--- src/rtl/gps_feed_pacer_pkg.sv ---
// Shared definitions for the GPS feed pacer: FSM states, input byte layout and FIFO entry width.
package gps_feed_pacer_pkg;

    typedef enum logic [2:0] {
        IDLE   = 3'd0,
        PRIME  = 3'd1,
        STREAM = 3'd2,
        DRAIN  = 3'd3,
        DONE   = 3'd4
    } state_t;

    localparam int EOD_BIT  = 7;
    localparam int TOG_BIT  = 6;
    localparam int SIGN_BIT = 2;
    localparam int MAG_LSB  = 0;
    localparam int ENTRY_W  = 3;

endpackage

--- src/rtl/gps_sample_fifo.sv ---
// Single-clock FIFO for {sign, mag} sample entries with occupancy, full and empty flags.
module gps_sample_fifo
    import gps_feed_pacer_pkg::*;
#(
    parameter int DEPTH_LOG2 = 4,
    parameter int WIDTH      = ENTRY_W
) (
    input  logic                  clk,
    input  logic                  reset,
    input  logic                  push,
    input  logic                  pop,
    input  logic [WIDTH-1:0]      din,
    output logic [WIDTH-1:0]      dout,
    output logic [DEPTH_LOG2:0]   level,
    output logic                  full,
    output logic                  empty
);

    localparam int DEPTH = 1 << DEPTH_LOG2;
    localparam logic [DEPTH_LOG2-1:0] ONE_PTR = 1;
    localparam logic [DEPTH_LOG2:0]   ONE_LVL = 1;

    logic [WIDTH-1:0]      mem [DEPTH];
    logic [DEPTH_LOG2-1:0] wr_ptr;
    logic [DEPTH_LOG2-1:0] rd_ptr;
    logic                  wr_en;
    logic                  rd_en;

    // Level can only reach DEPTH = 2**DEPTH_LOG2, so its top bit alone marks full.
    assign full  = level[DEPTH_LOG2];
    assign empty = (level == '0);
    assign dout  = mem[rd_ptr];

    // A pop in the same cycle frees the slot a push into a full FIFO needs.
    assign wr_en = push && (!full || pop);
    assign rd_en = pop && !empty;

    always_ff @(posedge clk) begin
        if (wr_en) mem[wr_ptr] <= din;
    end

    always_ff @(posedge clk) begin
        if (reset) begin
            wr_ptr <= '0;
            rd_ptr <= '0;
            level  <= '0;
        end else begin
            if (wr_en) wr_ptr <= wr_ptr + ONE_PTR;
            if (rd_en) rd_ptr <= rd_ptr + ONE_PTR;
            case ({wr_en, rd_en})
                2'b10:   level <= level + ONE_LVL;
                2'b01:   level <= level - ONE_LVL;
                default: level <= level;
            endcase
        end
    end

endmodule

--- src/rtl/gps_feed_pacer.sv ---
// Paces software-written GPS sample bytes out as a steady stream, one sample every CLK_DIV clocks.
module gps_feed_pacer
    import gps_feed_pacer_pkg::*;
#(
    parameter int CLK_DIV         = 3,
    parameter int FIFO_DEPTH_LOG2 = 4,
    parameter int PRIME_LEVEL     = 8,
    parameter int AFULL_LEVEL     = 12
) (
    input  logic                       clk,
    input  logic                       reset,
    input  logic [7:0]                 gps_data,
    output logic                       sample_valid,
    output logic                       sample_sign,
    output logic [1:0]                 sample_mag,
    output logic [FIFO_DEPTH_LOG2:0]   fifo_level,
    output logic                       afull,
    output logic                       overflow,
    output logic                       underflow,
    output logic                       done,
    output logic [2:0]                 state_dbg
);

    localparam int LW = FIFO_DEPTH_LOG2 + 1;
    localparam logic [LW-1:0] PRIME_LVL = LW'(PRIME_LEVEL);
    localparam logic [LW-1:0] AFULL_LVL = LW'(AFULL_LEVEL);
    localparam logic [7:0]    DIV_LAST  = 8'(CLK_DIV - 1);

    state_t               state;
    logic [7:0]           gps_p0;
    logic [7:0]           gps_p1;
    logic                 last_tog;
    logic                 eod_seen;
    logic [7:0]           div_cnt;
    logic                 wr_evt;
    logic                 eod_wr;
    logic                 push;
    logic                 pop;
    logic                 tick;
    logic                 streaming;
    logic [ENTRY_W-1:0]   din;
    logic [ENTRY_W-1:0]   fifo_dout;
    logic                 fifo_full;
    logic                 fifo_empty;
    logic                 unused_bits;

    assign unused_bits = ^gps_p1[5:3];

    // Stage p0/p1: two-flop capture of the software-driven byte.
    always_ff @(posedge clk) begin
        if (reset) begin
            gps_p0   <= gps_data;
            gps_p1   <= gps_data;
            last_tog <= gps_data[TOG_BIT];
        end else begin
            gps_p0   <= gps_data;
            gps_p1   <= gps_p0;
            last_tog <= gps_p1[TOG_BIT];
        end
    end

    assign wr_evt    = (gps_p1[TOG_BIT] != last_tog);
    assign eod_wr    = wr_evt && gps_p1[EOD_BIT];
    assign push      = wr_evt && !gps_p1[EOD_BIT];
    assign din       = {gps_p1[SIGN_BIT], gps_p1[MAG_LSB +: 2]};
    assign streaming = (state == STREAM) || (state == DRAIN);
    assign tick      = streaming && (div_cnt == DIV_LAST);
    assign pop       = tick && !fifo_empty;

    gps_sample_fifo #(
        .DEPTH_LOG2 (FIFO_DEPTH_LOG2),
        .WIDTH      (ENTRY_W)
    ) u_fifo (
        .clk   (clk),
        .reset (reset),
        .push  (push),
        .pop   (pop),
        .din   (din),
        .dout  (fifo_dout),
        .level (fifo_level),
        .full  (fifo_full),
        .empty (fifo_empty)
    );

    assign afull     = (fifo_level >= AFULL_LVL);
    assign state_dbg = state;

    always_ff @(posedge clk) begin
        if (reset) begin
            state        <= IDLE;
            div_cnt      <= '0;
            eod_seen     <= 1'b0;
            sample_valid <= 1'b0;
            sample_sign  <= 1'b0;
            sample_mag   <= '0;
            overflow     <= 1'b0;
            underflow    <= 1'b0;
            done         <= 1'b0;
        end else begin
            sample_valid <= pop;
            if (pop) {sample_sign, sample_mag} <= fifo_dout;
            div_cnt <= (streaming && !tick) ? div_cnt + 8'd1 : 8'd0;
            if (push && fifo_full && !pop) overflow <= 1'b1;
            // Starvation only counts while software is still expected to feed us.
            if (tick && fifo_empty && state == STREAM) underflow <= 1'b1;
            if (eod_wr) eod_seen <= 1'b1;
            case (state)
                IDLE:    if (push) state <= PRIME;
                PRIME:   if (fifo_level >= PRIME_LVL || eod_seen) state <= STREAM;
                STREAM:  if (eod_seen) state <= DRAIN;
                DRAIN: begin
                    if (fifo_empty) begin
                        state <= DONE;
                        done  <= 1'b1;
                    end
                end
                DONE: begin
                    if (push) begin
                        state    <= PRIME;
                        done     <= 1'b0;
                        eod_seen <= 1'b0;
                    end
                end
                default: state <= IDLE;
            endcase
        end
    end

endmodule

--- config.mk ---
export PLATFORM = sky130hd
export DESIGN_NAME = gps_feed_pacer
export DESIGN_NICKNAME = d
export VERILOG_FILES = /design/src/rtl/gps_feed_pacer_pkg.sv /design/src/rtl/gps_sample_fifo.sv /design/src/rtl/gps_feed_pacer.sv
export SDC_FILE = /design/constraint.sdc
export NUM_CORES = 1
export LEC_CHECK = 0
export ABC_AREA = 1
export CAP_MARGIN = 20
export CORE_ASPECT_RATIO = 2
export CORE_MARGIN = 10
export CORE_UTILIZATION = 35
export CTS_CLUSTER_DIAMETER = 40
export DETAILED_ROUTE_END_ITERATION = 6
export PLACE_DENSITY = 0.57
export REMOVE_ABC_BUFFERS = 1
export SYNTH_ARGS = -nofsm -noshare
export SYNTH_HDL_FRONTEND = slang
export SYNTH_HIERARCHICAL = 1
export SYNTH_SLANG_ARGS = --single-unit
export TNS_END_PERCENT = 10
--- constraint.sdc ---
create_clock -name clk -period 3.8 [get_ports clk]
set_input_delay 0.38 -clock clk [delete_from_list [all_inputs] [get_ports clk]]
set_output_delay 0.38 -clock clk [all_outputs]
set_load 0.03 [all_outputs]
### Word level (Yosys, flattened, before mapping)

Memory sizes are Yosys's and may differ from the RTL's. A register that Yosys moved wholly into a read port is not among the register bits.
Index checks and enable logic that the tools add are counted.

| storage, ports and cells | value |
|---|---|
| input port bits | 10 |
| bits in writable memories | 48 |
| register bits after elaboration | 46 |
| memories kept | 1 |

| operators by class | value |
|---|---|
| equality and inequality tests | 13 |
| order comparisons | 2 |
| multiplexer cells | 16 |
| $add $sub $neg | 5 |
| reductions and logical operators | 27 |
| bitwise gates (word level) | 1 |

Memory list:

| name | depth | width | read ports | clocked after memory_dff | wr ports | line | RTL |
|---|---|---|---|---|---|---|---|
| u_fifo.mem | 16 | 3 | 1 | 1 | 1 | gps_sample_fifo.sv:23 | `logic [WIDTH-1:0] mem [DEPTH];` |

Operator list:

| cell | number |
|---|---|
| $mux W3 | 4 |
| $pmux W3 S4 | 1 |
| $logic_and A1 B1 Y1 | 11 |
| $ge A5 B4 Y1 const B | 2 |
| $pmux W5 S2 | 1 |
| $add A4 B1 Y4 const B | 2 |
| $add A8 B1 Y8 const B | 1 |
| $eq A8 B2 Y1 const B | 1 |
| $mux W1 | 8 |
| $mux W8 | 1 |
| $ne A2 B2 Y1 const B | 4 |
| $eq A3 B2 Y1 const B | 2 |
| $add A5 B1 Y5 const B | 1 |
| $logic_not A1 Y1 | 5 |
| $logic_not A5 Y1 | 1 |
| $sub A5 B1 Y5 const B | 1 |
| $reduce_and A4 Y1 | 1 |
| $reduce_bool A2 Y1 | 2 |
| $reduce_or A2 Y1 | 2 |
| $eq A3 B1 Y1 const B | 1 |
| $eq A3 B3 Y1 const B | 1 |
| $logic_not A3 Y1 | 1 |
| $logic_or A1 B1 Y1 | 3 |
| $reduce_and A3 Y1 | 1 |
| other kinds (6) | 6 |

### Logic depth before layout (Yosys ltp)

| depth | value |
|---|---|
| word-level depth | 8 |
| mapped depth | 21 |
| gate-level depth less buffers | 21 |

### By module

The synthesis kept the hierarchy.

Modules (own cells, without submodules):

| module | area an instance (µm²) | instances | cells each |
|---|---|---|---|
| gps_sample_fifo | 2956.6 | 1 | 294 |
| gps_feed_pacer | 1252.5 | 1 | 161 |

### Worst setup path after synthesis

No wires, ideal clock.

| path | value |
|---|---|
| kind | register -> register |
| start point | reg state[1] (netlist: state_dbg[1]) |
| end point | reg u_fifo.level[4] |
| buffers on the path | 1 |
| path slack | 1331 ps |
| arrival | 2360 ps |
| cell stages (with the launch flop) | 21 |
| clock period less this slack | 2469 ps |
| setup time | 109 ps |
| cell sequence | dfxtp_1 > buf_4 > nand3_1 > nand2_2 > nand3_4 > clkinv_4 > nand2_2 > inv_2 > ha_1 > inv_1 > nand2_1 > nand2_1 > ha_1 > inv_1 > nand2_2 > nand3_1 > nand2_1 > nand2_1 > nand3_1 > nand2_1 > inv_1 |

RTL lines:

| item | line | RTL |
|---|---|---|
| from (decl) | gps_feed_pacer.sv:29 | `state_t state;` |
| from (signal assigned) | gps_feed_pacer.sv:90 | `state <= IDLE;` |
| from (signal assigned) | gps_feed_pacer.sv:108 | `IDLE: if (push) state <= PRIME;` |
| from (signal assigned) | gps_feed_pacer.sv:109 | `PRIME: if (fifo_level >= PRIME_LVL \|\| eod_seen) state <= STREAM;` |
| $eq A3 B2 Y1 | gps_feed_pacer.sv:66 | `assign streaming = (state == STREAM) \|\| (state == DRAIN);` |
| $logic_or A1 B1 Y1 * | gps_feed_pacer.sv:66 |  |
| $logic_and A1 B1 Y1 * | gps_feed_pacer.sv:67 | `assign tick = streaming && (div_cnt == DIV_LAST);` |
| $logic_and A1 B1 Y1 * | gps_feed_pacer.sv:68 | `assign pop = tick && !fifo_empty;` |
| net pop | gps_feed_pacer.sv:38 | `logic pop;` |
| $logic_and A1 B1 Y1 * | gps_sample_fifo.sv:36 | `assign rd_en = pop && !empty;` |
| net u_fifo.rd_en | gps_sample_fifo.sv:27 | `logic rd_en;` |
| $eq A2 B1 Y1 or $eq A2 B2 Y1 (tied branches) | gps_sample_fifo.sv:50 | `case ({wr_en, rd_en})` |
| $pmux W5 S2 or $reduce_bool A2 Y1 (tied branches) | - |  |
| to (signal assigned) | gps_sample_fifo.sv:51 | `2'b10: level <= level + ONE_LVL;` |
| to (signal assigned) | gps_sample_fifo.sv:52 | `2'b01: level <= level - ONE_LVL;` |
| to (signal assigned) | gps_sample_fifo.sv:53 | `default: level <= level;` |
| to (decl) | gps_sample_fifo.sv:14 | `output logic [DEPTH_LOG2:0] level,` |

Mark *: on every way through the listed nets, which the timed path passes. The rest lies on a longest branch.
A chain may end at the register's enable or synchronous reset.

### Worst setup path in the final report

| path | value |
|---|---|
| start point | reg u_fifo.level[0] |
| end point | reg u_fifo.level[4] |

| on the way | value |
|---|---|
| longest elaborated chain between the ends | 7 |

RTL lines:

| item | line | RTL |
|---|---|---|
| $logic_not A5 Y1 * | gps_sample_fifo.sv:31 | `assign empty = (level == '0);` |
| net fifo_empty | gps_feed_pacer.sv:44 | `logic fifo_empty;` |
| $logic_not A1 Y1 * | gps_feed_pacer.sv:68 |  |
| $logic_and A1 B1 Y1 * | gps_feed_pacer.sv:68 |  |
| net pop | gps_feed_pacer.sv:38 |  |
| $logic_or A1 B1 Y1 | gps_sample_fifo.sv:35 | `assign wr_en = push && (!full \|\| pop);` |
| $logic_and A1 B1 Y1 | gps_sample_fifo.sv:35 |  |
| $eq A2 B1 Y1 or $eq A2 B2 Y1 (tied branches) | gps_sample_fifo.sv:50 |  |
| $pmux W5 S2 or $reduce_bool A2 Y1 (tied branches) | - |  |

Marks and branches as above.

==> summary.md <==
| Metric | Value |
|---|---|
| Run status | `finished, final reports clean` |
| Seq cells post-synth | `95` |
| Global route hottest layer | `met2` |
| Setup TNS | `0 ns` |
| Crit path from | `u_fifo/level[0]` |
| Post-synthesis sequential area ratio | `0.566` |
| Ys flop type | `edfxtp_1` |
| GRT Total Usage | `0.101` |
| Fmax | `372 MHz` |
| Die width | `97.5 um` |
| Synthesized area | `0.00421 mm2` |
| Grt met2 use | `0.202` |
| Routing usage on met3 | `0.0261` |
| R2R cell count | `20` |
| # rows | `56` |
| Clk_lat worst skew | `0.34 ns` |
| Distinct cells, synth | `34` |
| CTS H-Tree Depth | `3` |
| Synthesized area per cell | `9.25 um2` |
| CTS Sinks | `95` |
| Critical path type | `reg2reg` |
| Synthesized instance count | `455` |
| TritonCTS buffer count | `9` |
| Clk buf depth | `2` |
| Final period util | `0.707` |
| Worst setup SP type | `flop` |
| Gr ovfl total | `0` |
| CP arrival | `2.93 ns` |
| CP Capture Type | `flop` |
| WL/cell | `13.6 um` |
| Total Wirelength | `8570 um` |
| Max-cap violations | `0` |
| Least-Margin Pin Slew | `0.837 ns` |
| RSZ-0062 raised after global routing | `no` |
| Cell Pwr Density | `501 mW/mm2` |
| Post-CTS Setup Inserts | `0` |
| Final net count | `499` |
| Setup Viol. Count Final | `0` |
| R2r setup slk | `1.11 ns` |
| Min Tclk post-route | `2.69 ns` |
| R2r startpoint | `u_fifo/level[0]` |
| Final Hold Viols | `0` |
| Initial Utilization | `0.358` |
| Relative slew slack | `0.441` |
| Gpl congestion | `0.818` |
| CTS tree | `done` |
| Die height | `175 um` |
| Via-to-Cell Ratio | `4.70` |
| PostCTS Resize Cnt | `0` |
| M1 GR Usage | `0.0911` |
| Power consumption | `2.43 mW` |
| ANT nets after route | `0` |
| Async SR Flop Fraction | `0` |
| Number of enable flip-flop cells after synthesis | `48` |
| Reg-to-Reg End | `u_fifo/level[4]` |
| Pre-Repair DR Iteration Count | `4` |
| Slew Viols, Final | `0` |
| Area of the core | `0.0118 mm2` |
| Area of the multi-input gates | `0.00148 mm2` |
| Area Overhead vs Synth | `15.2%` |
| Leakage power | `1.91 nW` |
| Antenna Cells | `0` |
| Critical Path RT | `4.04 ns` |
| Vias | `2956` |
| Hold_buf cts | `0` |
| Skew final | `0.00703 ns` |
| Yosys warns | `6` |
| HP Class | `reg2reg` |
| Drc violations | `0` |
| Most frequent cells in the layout | `nand2_1 (77), inv_1 (65), nor2_1 (54), edfxtp_1 (48), dfxtp_1 (47)` |
| Clock root cell | `clkbuf_16` |
| Fill count | `1151` |
| Initial DRC count | `148` |
| Maximum vdd drop | `358 uV` |
| Largest net degree at the start of global routing | `49` |
| Share of layout cells above drive strength 1 | `0.103` |
| Crit path to | `u_fifo/level[4]` |
| Crit path max fanout | `7` |
| Hpwl dp | `6500 um` |
| Commonest non-fill, non-tap cell in the layout | `nand2_1` |
| Register area | `0.00238 mm2` |
| Die area | `0.0171 mm2` |
| First-pass GRT wire length | `14000 um` |
| I/O pins | `26` |
| Worst-path clk slew | `0.07 ns` |
| Initial antenna violation count | `0` |
| Vias in the first global route | `2959` |
| IO buf count | `22` |
## kinds of logic (layout without fill, tap and decap cells)
logic type               Yosys count  count (layout)  share of synthesized area
AND/OR/NAND/NOR                  188             188                      0.204
flip-flops                        95              95                      0.566
adder cells (fa/ha/maj)           10              10                     0.0297
XOR/XNOR                           6               6                     0.0125
AO/OA/AOI/OAI                     74              74                      0.106
buffers and inverters             82             111                     0.0823
## worst max-delay path: stages, from the launching register on
cell and delay (ns):
dfxtp_1 0.37, nor2_1 0.17, nand3_2 0.11, inv_1 0.08
inv_1 0.08, nand3_4 0.14, clkinv_4 0.12, o21ai_4 0.24
ha_1 0.34, inv_1 0.12, nand2_1 0.07, nand2_1 0.08
ha_1 0.18, inv_1 0.06, nand2_2 0.06, nand3_1 0.10
nand2_1 0.06, nand2_1 0.06, nand3_1 0.06, nand2_1 0.06
inv_1 0.03
## metrics by stage
step	hold slack, ns	cell area [um2]	std cells	util	setup WS [ns]
global placement	0.403	4550	613	0.387	1.18
detailed placement	0.409	4550	613	0.387	1.14
CTS	0.428	4850	629	0.412	1.11
floorplan	0.396	4130	444	-	1.33
finish	0.424	4850	629	0.412	1.11
global route	0.451	4850	629	0.412	0.897
## where the power goes
group / switching (mW) / total [mW] / internal, mW / leakage, nW
clock network: 0.429 / 0.896 / 0.467 / 0.145
logic: 0.220 / 0.349 / 0.129 / 0.949
registers: 0.0602 / 1.18 / 1.12 / 0.819
total: 0.709 / 2.43 / 1.72 / 1.91
## cells in the mapped netlist, drive strengths merged, types with 3 or more instances
cell    instances  share of area
nand2          85          0.082
inv            70          0.062
nor2           59          0.058
edfxtp         48           0.34
dfxtp          47           0.22
nand3          39          0.058
a21oi          31          0.038
o21ai          28          0.037
o211ai         13          0.026
ha             10          0.030
buf             9          0.016
xor2            4         0.0083
nor3            3         0.0036
## area by class of cell
cell class              count  area share
flip-flops and latches     95       0.491
multi-input cells         278       0.305
well taps                 145      0.0374
clock inverters             7      0.0155
clock buffers               9      0.0464
inverters                  71      0.0560
repair buffers             24      0.0485
## worst min path at each step
stage	cells past startpoint	from	slack, ns	endpoint
floorplan	2	gps_p0[0]	0.40	gps_p1[0]
global placement	2	gps_p0[1]	0.40	gps_p1[1]
detailed placement	2	gps_p0[1]	0.41	gps_p1[1]
CTS	2	gps_p0[1]	0.43	gps_p1[1]
global route	2	gps_p0[7]	0.45	gps_p1[7]
finish	2	gps_p0[1]	0.42	gps_p1[1]
## routing by layer
layer	up-vias	wire, um	share of wire
met5	-	0	0
met4	0	148	0.017
met3	9	278	0.032
met2	36	4970	0.58
met1	1369	3170	0.37
li1	1542	-	-
## sequential cells by signal, indices dropped and copies added, names as in the netlist, named ones only
signal,cells
u_fifo/mem,48
div_cnt,8
gps_p0,5
gps_p1,5
u_fifo/level,5
u_fifo/rd_ptr,4
u_fifo/wr_ptr,4
state_dbg,3
sample_mag,2
done,1
last_tog,1
overflow,1
sample_sign,1
sample_valid,1
underflow,1
(Power assumes the default switching activity.)
